### config.mk
export PLATFORM = sky130hd
export DESIGN_NAME = pc_gen
export DESIGN_NICKNAME = d
export VERILOG_FILES = /design/src/rtl/pc_gen.sv
export SDC_FILE = /design/constraint.sdc
export NUM_CORES = 1
export LEC_CHECK = 0
export ABC_AREA = 1
export ABC_CLOCK_PERIOD_IN_PS = 1800
export CORE_ASPECT_RATIO = 1.25
export CORE_MARGIN = 5
export CORE_UTILIZATION = 30
export DETAILED_ROUTE_END_ITERATION = 12
export SYNTH_ARGS = -nofsm -noshare
export SYNTH_HDL_FRONTEND = slang
export SYNTH_SLANG_ARGS = --single-unit
### constraint.sdc
create_clock -name CLK -period 1.8 [get_ports CLK]
set_input_delay 0.18 -clock CLK [delete_from_list [all_inputs] [get_ports CLK]]
set_output_delay 0.18 -clock CLK [all_outputs]
set_load 0.02 [all_outputs]
### src/rtl/pc_gen.sv
// Fetch program-counter generator: BOOT/RUN/HALTED sequencing, prioritised redirects, accepted-fetch counter.
// Optional macro PC_MISALIGN_TRAP_EN turns misaligned BRANCH/JALR targets into traps with a MISALIGN pulse.
module pc_gen #(
    parameter int              XLEN         = 32,
    parameter logic [XLEN-1:0] RESET_VECTOR = '0,
    parameter logic [XLEN-1:0] TRAP_VECTOR  = XLEN'(32'h0000_0100),
    parameter int              CNT_W        = 32
) (
    input  logic             CLK,
    input  logic             RST_N,
    input  logic             STALL,
    input  logic             FETCH_READY,
    input  logic             BRANCH,
    input  logic [XLEN-1:0]  PC_OFFSET,
    input  logic             JALR,
    input  logic [XLEN-1:0]  JALR_TARGET,
    input  logic             TRAP,
    input  logic             HALT,
    input  logic             RESUME,
    output logic [XLEN-1:0]  PC,
    output logic [XLEN-1:0]  PC_PLUS4,
    output logic             PC_VALID,
    output logic [CNT_W-1:0] FETCH_CNT,
    output logic             MISALIGN
);

    typedef enum logic [1:0] {
        BOOT,
        RUN,
        HALTED
    } state_t;

    state_t           state;
    state_t           state_nxt;
    logic [XLEN-1:0]  pc_nxt;
    logic [XLEN-1:0]  jalr_pc;
    logic [XLEN-1:0]  branch_pc;
    logic [CNT_W-1:0] cnt_nxt;
    logic             mis_nxt;
    logic             accept;
    logic             jalr_mis;
    logic             branch_mis;

    assign jalr_pc   = JALR_TARGET & ~XLEN'(1);
    assign branch_pc = PC + PC_OFFSET;
    assign PC_PLUS4  = PC + XLEN'(4);
    assign PC_VALID  = (state == RUN);
    assign accept    = PC_VALID & FETCH_READY & ~STALL;

`ifdef PC_MISALIGN_TRAP_EN
    assign jalr_mis   = jalr_pc[1];
    assign branch_mis = |branch_pc[1:0];
`else
    assign jalr_mis   = 1'b0;
    assign branch_mis = 1'b0;
`endif

    always_ff @(posedge CLK or negedge RST_N) begin
        if (!RST_N) begin
            state     <= BOOT;
            PC        <= RESET_VECTOR;
            FETCH_CNT <= '0;
            MISALIGN  <= 1'b0;
        end else begin
            state     <= state_nxt;
            PC        <= pc_nxt;
            FETCH_CNT <= cnt_nxt;
            MISALIGN  <= mis_nxt;
        end
    end

    // TRAP beats STALL; a halt request still lets this cycle's PC update land.
    always_comb begin
        state_nxt = state;
        pc_nxt    = PC;
        mis_nxt   = 1'b0;
        cnt_nxt   = accept ? FETCH_CNT + CNT_W'(1) : FETCH_CNT;
        case (state)
            BOOT: begin
                state_nxt = RUN;
            end
            RUN: begin
                if (TRAP) begin
                    pc_nxt = TRAP_VECTOR;
                end else if (!STALL) begin
                    if (JALR) begin
                        if (jalr_mis) begin
                            pc_nxt  = TRAP_VECTOR;
                            mis_nxt = 1'b1;
                        end else begin
                            pc_nxt = jalr_pc;
                        end
                    end else if (BRANCH) begin
                        if (branch_mis) begin
                            pc_nxt  = TRAP_VECTOR;
                            mis_nxt = 1'b1;
                        end else begin
                            pc_nxt = branch_pc;
                        end
                    end else if (accept) begin
                        pc_nxt = PC_PLUS4;
                    end
                    if (HALT) begin
                        state_nxt = HALTED;
                    end
                end
            end
            HALTED: begin
                if (TRAP) begin
                    state_nxt = RUN;
                    pc_nxt    = TRAP_VECTOR;
                end else if (RESUME) begin
                    state_nxt = RUN;
                end
            end
            default: begin
                state_nxt = BOOT;
            end
        endcase
    end

endmodule

-- Yosys cells after proc, flatten, opt, wreduce, memory -nomap -nowiden
Index checks and enable logic that the tools add are counted.
- flip-flop bits (word level): 66
- output and inout bits: 98
- word-level logic and storage cells: 35
- $add $sub $neg: 3
- equality and inequality tests: 9
- muxes and demuxes: 13
- bitwise logic cells: 3
- reductions and logical operators: 4
- operators by type and width (operator ; count):
    32-bit 2-to-1 mux ; 6
    32-bit one-hot mux with 2 select lines ; 1
    32-bit by 1-bit adder with 32-bit output, second input constant ; 1
    32-bit by 3-bit adder with 32-bit output, second input constant ; 1
    32-bit adder ; 1
    2-bit 2-to-1 mux ; 5
    2-bit inequality test, second input constant ; 4
    4-bit AND reduction ; 2
    3-bit inequality test, second input constant ; 2
    2-bit one-hot mux with 3 select lines ; 1
    5-bit by 4-bit inequality test with 1-bit output, second input constant ; 1
    1-bit bitwise AND ; 2
    2-bit by 1-bit == test with 1-bit output, second input constant ; 1
    2-bit == test, second input constant ; 1
    2-bit zero test ; 1
    2-bit nonzero test ; 1
    1-bit inverter ; 1

-- Longest topological paths before layout
- depth in word-level cells: 9
- depth in mapped cells: 16
- gate-level depth less buffers: 16

-- Worst setup path before layout
Ideal clock, no wire load.
- path kind: reg-to-reg
- start point: register PC[0]
- end point: register PC[24]
- library setup time: 0.117 ns
- data arrival time: 1.914 ns
- required time: 1.683 ns
- path slack: -0.231 ns
- stages on the path, launching flop included: 16
- path buffers: 0
- cell sequence: dfrtp_1 -> ha_1 -> inv_1 -> fa_1 -> inv_1 -> nand2_1 -> nand2_1 -> nand3_1 -> nand2_1 -> nand2_1 -> nand2_1 -> nand2_1 -> nand3_1 -> nand3_1 -> nand2_1 -> nand2_1
- word-level cells in the longest chain between the ends: 7
- RTL lines (element ; RTL line ; text):
    from (decl) ; 20 ; output logic [XLEN-1:0] PC,
    from (signal assigned) ; 66 ; PC <= pc_nxt;
    32-bit by 3-bit adder with 32-bit output ; 46 ; assign PC_PLUS4 = PC + XLEN'(4);
    32-bit 2-to-1 mux ; 100 ; end else if (accept) begin
    32-bit 2-to-1 mux (*) ; 93 ; end else if (BRANCH) begin
    32-bit 2-to-1 mux (*) ; 86 ; if (JALR) begin
    32-bit 2-to-1 mux (*) ; 85 ; end else if (!STALL) begin
    32-bit 2-to-1 mux (*) ; 83 ; if (TRAP) begin
    32-bit one-hot mux with 2 select lines (*) ; 78 ; case (state)
Mark *: on every way between the ends. The rest lies on a longest branch, timed or not. The select of a mux whose other input is x is not followed.
A chain may end at the register's enable or synchronous reset.

-- Worst setup path after layout
- start point: register PC[8]
- end point: output PC_PLUS4[13]
- word-level cells in the longest chain between the ends: 1
- RTL lines (element ; RTL line ; text):
    32-bit by 3-bit adder with 32-bit output ; 46 ;
    to (decl) ; 21 ; output logic [XLEN-1:0] PC_PLUS4,
Every way passes these cells.

==> results_dict.tcl <==
set metrics [dict create \
    hold_ws_ns 0.373 \
    grt_overflow 0 \
    gp_congestion 0.935 \
    power_leakage_nw 7.02 \
    clockBufferDepth 2 \
    post-route-period-util_pct 118 \
    dp_cells 1825 \
    track_usage_pct 23.0 \
    setup_viol 53 \
    fin_util_pct 60.2 \
    root_buffer "clkbuf_16" \
    wl_per_cell_um 17.2 \
    ys_dominant_reg_cell "dfrtp_1" \
    yosys_warnings 0 \
    fmax_mhz 469 \
    drtAntennaViolNets 0 \
    period_needed_ns 2.13 \
    syn_nets 1293 \
    tritoncts "done" \
    seq_area_frac_synth_pct 23.7 \
    num_rows 62 \
    setup.worst_path.end "PC_PLUS4[13]" \
    regToRegSetupSlack_ns -0.28 \
    synth.distinct_cells 48 \
    vias 9461 \
    cp_slowest_cell "dfrtp_2" \
    crit_path_start "PC[8]$_DFFE_PN0P_" \
    start_util_pct 30.4 \
    r2r-end "PC[28]$_DFFE_PN0P_" \
    clock-sinks 66 \
    synth_top_area_share_pct 24.1 \
    status "complete, but fails checks" \
    skew_ns 0.00726 \
    dpl.hpwl_um 23800 \
    drt-vias-per-instance 4.93 \
    vdd.ir_drop.worst_mv 0.678 \
    core_um2 23000 \
    hold_violations 0 \
    drt_iter0_drc 446 \
    die_h_um 180 \
    synth_area_um2 6970 \
    total_power_mw 16.5 \
    final_nets 1737 \
    io_buffers 168 \
    clk_pin_slew_ns 0.06 \
    dieArea_um2 26400 \
    violations "setup timing" \
    startpoint_type "flop" \
    syn_area_per_cell_um2 5.90 \
    reg2reg_depth 13 \
    syn_to_final_growth_pct 98.3 \
    synthCells 1183 \
    antenna_found_initial 0 \
    slowest_delay_ns 0.39 \
    drt_pre_antenna_iters 5 \
    synth-edff-count 0 \
    synth_seq_cells 66 \
    yosys.area.top_type "nand2_1" \
    yosys-top-cells-count "nand2_1, inv_1, nor2_1" \
    final.setup.worst_slack_ns -0.331 \
    diodes 0 \
    clkLatencyLatePin_ns 0.35 \
    numCtsBuffers 9 \
    required_ns 1.62 \
    fp.dieW_um 146 \
    drive_gt1_share_pct 48.2 \
    cap_violations 0 \
    hp-class "primary input to async pin" \
    grt_setup_unrepaired "true" \
    grt_pass1_wl_um 48700 \
    reg2reg_from "PC[5]$_DFFE_PN0P_" \
    crit_type "flop to primary output" \
    pin_count 171 \
    drc 0 \
    maxSlewViolCount 0 \
    fin_cells 1920 \
    synth_top_cells_by_area "nand2_1, dfrtp_1, inv_1, ha_1, nor2_1" \
    wirelength_um 33100 \
    worstPathArrival_ns 1.95 \
    async_flop_share_pct 100 \
    path_cells "inv_2 -> nor3_2 -> buf_4 -> nand2_4 -> nor2_4 -> buf_6 -> xor2_2 -> buf_4 -> inv_2 -> buf_6" \
    end_kind "primary output" \
    htree_levels 3 \
    crit_fanout 3 \
    grt_start_max_net_pins 67 \
    p_per_area_nw_per_um2 1190 \
    synth_most_common_cell "nand2_1" \
    grt_pass1_vias 9520 \
]
==> placed cells by master, fill, tap and decap left out, types with 14 or more instances in the layout <==
| cell type | count |
|---|---|
| dfrtp_2 | 14 |
| a21oi_1 | 16 |
| xor2_1 | 24 |
| nor2_2 | 22 |
| o21ai_1 | 15 |
| nand4_1 | 18 |
| buf_6 | 86 |
| nand2_2 | 115 |
| nand3_2 | 38 |
| nor2_4 | 35 |
| a21oi_2 | 20 |
| clkdlybuf4s50_1 | 131 |
| nor2_1 | 58 |
| inv_1 | 155 |
| nand3_1 | 29 |
| inv_2 | 54 |
| o21ai_2 | 18 |
| buf_4 | 214 |
| nand2_1 | 290 |
| nand2_4 | 43 |
| dfrtp_1 | 52 |
| ha_4 | 29 |
==> per-layer routing <==
metal,vias up,share of wire (%),track usage (%)
met5,-,0,0
met4,0,4.4,8.85
met3,93,4.6,3.22
met2,322,52,42.6
met1,4497,39,26.4
li1,4549,-,-
==> timing repair <==
item                       in CTS  in global routing
gates resized for setup       514                258
setup buffers                  44                 44
hold endpoints to repair       66                  0
pin swaps                     146                157
hold buffers                    1                  0
setup endpoints to repair      72                 77
cloned                          0                  1
==> worst min path at each step <==
stage,from,endpoint,cells past startpoint
2_1_floorplan,RST_N,FETCH_CNT[0]$_DFFE_PN0P_,0
3_3_place_gp,RST_N,FETCH_CNT[28]$_DFFE_PN0P_,2
3_5_place_dp,RST_N,FETCH_CNT[28]$_DFFE_PN0P_,2
4_1_cts,RST_N,FETCH_CNT[27]$_DFFE_PN0P_,3
5_1_grt,RST_N,FETCH_CNT[27]$_DFFE_PN0P_,3
6_report,RST_N,FETCH_CNT[27]$_DFFE_PN0P_,3
==> where the power goes <==
part	switching [mW]	total, mW	internal, mW
clock	0.786	1.88	1.09
sequential	0.391	2.21	1.82
combinational	6.58	12.4	5.80
==> state kept, by name, indices dropped and copies added (netlist names) <==
name       flops
FETCH_CNT     32
PC            32
state          2
==> stage by stage <==
step | cell area [um2] | worst slack [ns] | TNS [ns]
2_1_floorplan | 7060 | -0.0488 | -0.0584
3_3_place_gp | 10600 | -0.573 | -20.13
3_5_place_dp | 10600 | -0.563 | -20.73
4_1_cts | 12600 | -0.283 | -9.05
5_1_grt | 13800 | -0.385 | -14.70
6_report | 13800 | -0.331 | -10.70
==> cells by family (layout without fill, tap and decap cells) <==
logic type                 after synthesis  count (layout)  share of synthesized area [%]
xor gates and xnor gates                43              43                           5.40
other                                    1               1                         0.0538
adders and majority gates               37              37                           6.75
AOI/OAI and AO/OA                       96              96                           8.32
DFF                                     66              66                           23.7
buffers and inverters                  235             684                           13.3
and+or+nand+nor                        705             705                           42.5
==> final cells by class <==
type | instances | area [um2]
repair buffers | 449 | 4150
fillers | 1942 | 9140
flip-flops and latches | 66 | 1670
well taps | 288 | 360
clock buffers | 9 | 225
multi-input cells | 882 | 6490
inverters | 219 | 855
clock inverters | 7 | 82.6
==> worst max-delay path: cells and delay by family, from the launching register on <==
kind / cells / cell delay, ns
simple gates: 3 / 0.37
flops: 1 / 0.39
xor+xnor: 1 / 0.13
buf+inv: 6 / 0.72
No activity file was read; power rests on OpenSTA's default activity.
